## config.mk

```make
export PLATFORM = sky130hd
export DESIGN_NAME = stream_source
export DESIGN_NICKNAME = d
export VERILOG_FILES = /design/src/rtl/stream_source_pkg.sv /design/src/rtl/stream_source_seq.sv /design/src/rtl/stream_source.sv
export SDC_FILE = /design/constraint.sdc
export NUM_CORES = 1
export LEC_CHECK = 0
export CAP_MARGIN = 20
export CORE_ASPECT_RATIO = 2
export CORE_UTILIZATION = 57
export DETAILED_ROUTE_END_ITERATION = 7
export PLACE_DENSITY_LB_ADDON = 0.15
export SETUP_SLACK_MARGIN = 0.1
export SYNTH_ARGS = -nofsm -noshare
export SYNTH_HDL_FRONTEND = slang
export SYNTH_HIERARCHICAL = 1
export SYNTH_SLANG_ARGS = --single-unit
```

## constraint.sdc

```tcl
create_clock -name clk -period 7.39 [get_ports clk]
set_input_delay 1.478 -clock clk [delete_from_list [all_inputs] [get_ports clk]]
set_output_delay 1.478 -clock clk [all_outputs]
set_load 0.005 [all_outputs]
```

## src/rtl/stream_source_pkg.sv

```systemverilog
// Shared types, default widths and the Galois LFSR step for the stream source.
package stream_source_pkg;

  typedef enum logic [1:0] {IDLE, SEND, GAP, DONE} src_state_e;

  localparam int unsigned     DEF_DATA_LENGHT = 16;
  localparam int unsigned     DEF_BURST_W     = 16;
  localparam int unsigned     DEF_GAP_W       = 8;
  localparam logic [15:0]     DEF_LFSR_TAPS   = 16'hB400;
  localparam int unsigned     LFSR_MAX_W      = 64;

  // Width-agnostic: callers zero-extend to LFSR_MAX_W and truncate the result.
  function automatic logic [LFSR_MAX_W-1:0] lfsr_next(input logic [LFSR_MAX_W-1:0] data,
                                                      input logic [LFSR_MAX_W-1:0] taps);
    lfsr_next = (data >> 1) ^ (data[0] ? taps : '0);
  endfunction

endpackage

```

## src/rtl/stream_source_seq.sv

```systemverilog
// Data sequencer: holds the current word, loads a seed, advances by increment or LFSR step.
module stream_source_seq
  import stream_source_pkg::*;
#(
  parameter int unsigned            DATA_LENGHT = DEF_DATA_LENGHT,
  parameter logic [DATA_LENGHT-1:0] LFSR_TAPS   = DATA_LENGHT'(DEF_LFSR_TAPS)
) (
  input  logic                   clk,
  input  logic                   rst,
  input  logic                   load_i,
  input  logic [DATA_LENGHT-1:0] seed_i,
  input  logic                   mode_i,
  input  logic                   advance_i,
  output logic [DATA_LENGHT-1:0] data_o
);

  logic [DATA_LENGHT-1:0] data_q;
  logic                   mode_q;

  always_ff @(posedge clk) begin
    if (rst) begin
      data_q <= '0;
      mode_q <= 1'b0;
    end else if (load_i) begin
      mode_q <= mode_i;
      // An all-zero LFSR state would lock up, so it is nudged to 1.
      data_q <= (mode_i && (seed_i == '0)) ? DATA_LENGHT'(1) : seed_i;
    end else if (advance_i) begin
      if (mode_q)
        data_q <= DATA_LENGHT'(lfsr_next(LFSR_MAX_W'(data_q), LFSR_MAX_W'(LFSR_TAPS)));
      else
        data_q <= data_q + DATA_LENGHT'(1);
    end
  end

  assign data_o = data_q;

endmodule

```

## src/rtl/stream_source.sv

```systemverilog
// Valid/ready burst transmitter with optional idle gaps between words.
// Define STREAM_SOURCE_LFSR_EN to add pattern_sel and the LFSR data pattern.
module stream_source
  import stream_source_pkg::*;
#(
  parameter int unsigned            DATA_LENGHT = DEF_DATA_LENGHT,
  parameter int unsigned            BURST_W     = DEF_BURST_W,
  parameter int unsigned            GAP_W       = DEF_GAP_W,
  parameter logic [DATA_LENGHT-1:0] LFSR_TAPS   = DATA_LENGHT'(DEF_LFSR_TAPS)
) (
  input  logic                   clk,
  input  logic                   rst,
  input  logic                   start,
  input  logic [BURST_W-1:0]     burst_len,
  input  logic [GAP_W-1:0]       gap_len,
  input  logic [DATA_LENGHT-1:0] seed,
`ifdef STREAM_SOURCE_LFSR_EN
  input  logic                   pattern_sel,
`endif
  input  logic                   o_ready,
  output logic                   o_valid,
  output logic [DATA_LENGHT-1:0] o_data,
  output logic                   busy,
  output logic                   done,
  output logic [BURST_W-1:0]     words_sent
);

  src_state_e       state_q;
  logic [BURST_W-1:0] remaining_q;
  logic [BURST_W-1:0] words_sent_q;
  logic [GAP_W-1:0]   gap_len_q;
  logic [GAP_W-1:0]   gap_cnt_q;
  logic               o_valid_q;
  logic               busy_q;
  logic               done_q;

  logic xfer;
  logic load;
  logic mode;

  assign xfer = (state_q == SEND) && o_valid_q && o_ready;
  assign load = (state_q == IDLE) && start && (burst_len != '0);

`ifdef STREAM_SOURCE_LFSR_EN
  assign mode = pattern_sel;
`else
  // Tied low so the sequencer's LFSR path folds away.
  assign mode = 1'b0;
`endif

  stream_source_seq #(
    .DATA_LENGHT (DATA_LENGHT),
    .LFSR_TAPS   (LFSR_TAPS)
  ) u_seq (
    .clk       (clk),
    .rst       (rst),
    .load_i    (load),
    .seed_i    (seed),
    .mode_i    (mode),
    .advance_i (xfer),
    .data_o    (o_data)
  );

  always_ff @(posedge clk) begin
    if (rst) begin
      state_q      <= IDLE;
      remaining_q  <= '0;
      words_sent_q <= '0;
      gap_len_q    <= '0;
      gap_cnt_q    <= '0;
      o_valid_q    <= 1'b0;
      busy_q       <= 1'b0;
      done_q       <= 1'b0;
    end else begin
      done_q <= 1'b0;
      case (state_q)
        IDLE: begin
          if (start) begin
            words_sent_q <= '0;
            remaining_q  <= burst_len;
            gap_len_q    <= gap_len;
            busy_q       <= 1'b1;
            if (burst_len != '0) begin
              state_q   <= SEND;
              o_valid_q <= 1'b1;
            end else begin
              state_q <= DONE;
              done_q  <= 1'b1;
            end
          end
        end
        SEND: begin
          if (xfer) begin
            words_sent_q <= words_sent_q + BURST_W'(1);
            remaining_q  <= remaining_q - BURST_W'(1);
            if (remaining_q == BURST_W'(1)) begin
              state_q   <= DONE;
              o_valid_q <= 1'b0;
              done_q    <= 1'b1;
            end else if (gap_len_q != '0) begin
              state_q   <= GAP;
              o_valid_q <= 1'b0;
              gap_cnt_q <= gap_len_q;
            end
          end
        end
        GAP: begin
          if (gap_cnt_q == GAP_W'(1)) begin
            state_q   <= SEND;
            o_valid_q <= 1'b1;
          end else begin
            gap_cnt_q <= gap_cnt_q - GAP_W'(1);
          end
        end
        DONE: begin
          state_q <= IDLE;
          busy_q  <= 1'b0;
        end
        default: begin
          state_q   <= IDLE;
          o_valid_q <= 1'b0;
          busy_q    <= 1'b0;
        end
      endcase
    end
  end

  assign o_valid    = o_valid_q;
  assign busy       = busy_q;
  assign done       = done_q;
  assign words_sent = words_sent_q;

endmodule
```

==> impl_results.md <==
- CTS Buffer Depth: 2
- Grt met2 use: 59.01%
- Status: completed
- Clock Skews: between 0.005 and 0.006 ns
- VDD IR max: between 150 and 200 uV
- Highest clock rate: 247.0 MHz
- Final Util: 73.45%
- Count of cell types in the netlist: 74
- Cells after Synth: 562
- Number of global-route vias before repair: 4,429
- Largest net degree at the start of global routing: between 60 and 70
- Worst skew pair latency: 0.34 ns
- Drt pass-1 iters: 5
- Most Crowded Layer GR: met2
- Post-cts sizing count: 0
- Max-cap violation count: 0
- Cts-stage hold buffer count: 0
- GRT Residual Overflow: 0
- DIE WIDTH: 63.34 um
- Leak: 0.001803 uW
- Port Buffer Count: 78
- CP most frequent cell: nor2_1
- Switching Share: 36.72%
- Most common cell after layout, fill and taps aside: clkdlybuf4s50_1
- CTS tree: built
- # clock sinks: 70
- Die H: 124.7 um
- Crit path required time: 7.67 ns
- Mean Syn Cell Area: 7.632 sq um
- Relative slew slack: 33.06%
- Tmin final: 4.048 ns
- Synth area leaders: dfxtp_1 33%, nand2_1 5.3%, a21oi_1 5.0%
- Worst min path class: flip-flop to flip-flop
- Total vias in the final route: 4,607
- Pre-CTS setup slack: 3.057 ns
- Final Hold Fails: 0
- CORE AREA: ~0.0073 sq mm
- Initial DRC Count: between 400 and 500
- CP delay by family, top: simple AND/OR/NAND/NOR gates
- Final cycle utilization of the critical path: 54.78%
- Yosys warnings: 6
- ANT cells: 0
- # rows: 44
- Post-synth top flop: dfxtp_1
- CP bufs+invs: 3
- Commonest cells after routing, fill and taps aside: 77 x clkdlybuf4s50_1, 70 x dfxtp_1, 60 x nand2_1
- Initial antenna violation count: 0
- Fin worst setup slack: 3.342 ns
- Psw: 507.8 uW
- Synthesized flop and latch total: 70
- Final net count: roughly 670
- Slowest CP cell: clkdlybuf4s50_1
- Vias/cell: 6.471
- Cell at the root of the clock tree: clkbuf_16
- Max-slew violation count: 0
- CTS clock-pin slew for the worst setup and hold paths: ~0.050 ns
- Reg power frac: between 30% and 40%
- Comb pwr share: 32.7%
- Die area: 0.007897 sq mm
- Crit-path max cell delay: 0.49 ns
- Total Power: 1383 uW
- GP Congestion: slightly below 0.9
- Total GRT Usage: 32.16%
- WP data arrival: 4.33 ns
- Cell Chain, Critical Path: clkdlybuf4s50_1 -> nand3_1 -> a21oi_2 -> buf_4 -> nand2_1 -> nor2_1 -> buf_4 -> or2_2 -> nor2_1 -> nor2_1 -> a32o_1
- Clock share of power: 29.2%
- Routed wire per std cell: roughly 18 um
- Worst slew pin tran: 1.003 ns
- Met3 GRT Util: between 4 and 5%
- Inserted Clock Buffers: 9
- Final ANT Viol Nets: 0
- Top cell type's share of synthesized area: 32.67%
- # setup viols final: 0
- Pwr/cell area: approximately 260 mW/mm^2
- Setup CP Type: input pin to flip-flop
- Met1 Resource Use GR: ~33%
- Worst-path fanout max: 31
- Post-CTS Setup Bufs: 0
- FF-to-FF setup slack: 4.30 ns
- Routed wire length: 12,480 um
- Post-synth ARST share: 0%
- Area Overhead vs Synth: 24.45%
- H-Tree Depth: 3
- Post-synth EDFFs: 0
- # DRC: 0
- Register area share after synthesis: 32.67%
- IO Pins: 79
- Area leader, netlist: dfxtp_1
- Post-DP HPWL: 8960 um
- First-pass GRT wire length: 20,310 um
- Post-Syn Area: 0.004289 sq mm
- Unrepaired setup endpoints after global routing: no
- Final TNS setup: 0 ns
- Pint: 875.1 uW
- Setup crit end kind: flip-flop
- Setup crit start kind: input pin
- Share of layout cells above drive strength 1: under 10%
- Starting Density: 59.02%
power groups by stage:
| stage | combinational [uW] | sequential (uW) | clock (uW) |
|---|---|---|---|
| floorplan | 340 | 478 | 0 |
| CTS | 445 | 523 | 405 |
| detailed placement | 440 | 531 | 0 |
| global placement | 429 | 528 | 0 |
| global route | 496 | 535 | 421 |
| finish | 452 | 527 | 403 |
worst reg2reg max path: stages (launching register included):
cell and delay [ns]:
dfxtp_1 0.62, nand2b_1 0.67, nand2_1 0.43, nor2_1 0.23
buf_4 0.33, or2_2 0.33, nor2_1 0.10, nor2_1 0.14
a32o_1 0.17
per-stage QoR:
stage          instances  instance area (sq um)  hold WS, ns
2_1_floorplan        563                   4293       0.4410
3_3_place_gp         696                   5042       0.4600
3_5_place_dp         696                   5042       0.4649
4_1_cts              711                   5318       0.4668
5_1_grt              712                   5338       0.4937
6_report             712                   5338       0.4678
synth_stat cells (8+ instances only):
master / instances
nand2_1: 60
a31oi_1: 8
nor2_1: 57
nand4_1: 11
dfxtp_1: 70
nand3_1: 22
nor4_1: 14
nor3_1: 16
a211oi_1: 16
o21ai_0: 30
clkbuf_1: 29
xor2_1: 13
a21oi_1: 43
inv_1: 20
final timing paths:
path,endpoint,startpoint,cells after the start
max reg2reg,u_seq/data_o[4],state_q[1],8
min,gap_cnt_q[7],gap_cnt_q[7],2
min reg2reg,gap_cnt_q[7],gap_cnt_q[7],2
max,u_seq/data_o[4],o_ready,11
final cells by class:
| class | instances | area [sq um] |
|---|---|---|
| clock inverter | 4 | 22.52 |
| multi-input combinational | 433 | 2653 |
| clock buffer | 11 | 252.7 |
| inverter | 20 | 75.07 |
| fill | 593 | 1929 |
| sequential | 70 | 1401 |
| timing repair buffer | 82 | 818.3 |
| tap | 92 | 115.1 |
routing by layer:
layer  vias to the layer above  share of wire, %
met1                      2171                36
met3                        49               4.4
met2                       190                55
li1                       2197                 -
met4                         0               4.5
met5                         -                 0
kinds of logic after synthesis:
kind of cell / after synthesis / share of synthesized area, %
and+or+nand+nor: 238 / 29.11
adders and majority gates: 6 / 1.750
buffers and inverters: 60 / 5.659
AOI/OAI and AO/OA: 167 / 26.46
DFF: 70 / 32.67
other: 1 / 0.08743
muxes: 4 / 0.9918
xor gates and xnor gates: 16 / 3.267
registers in the layout (all words and copies together) (netlist names), 2 cells and up:
register	count
words_sent	16
remaining_q	16
u_seq/data_o	16
state_q	2
gap_cnt_q	8
gap_len_q	8
No activity file was read; power rests on OpenSTA's default activity.
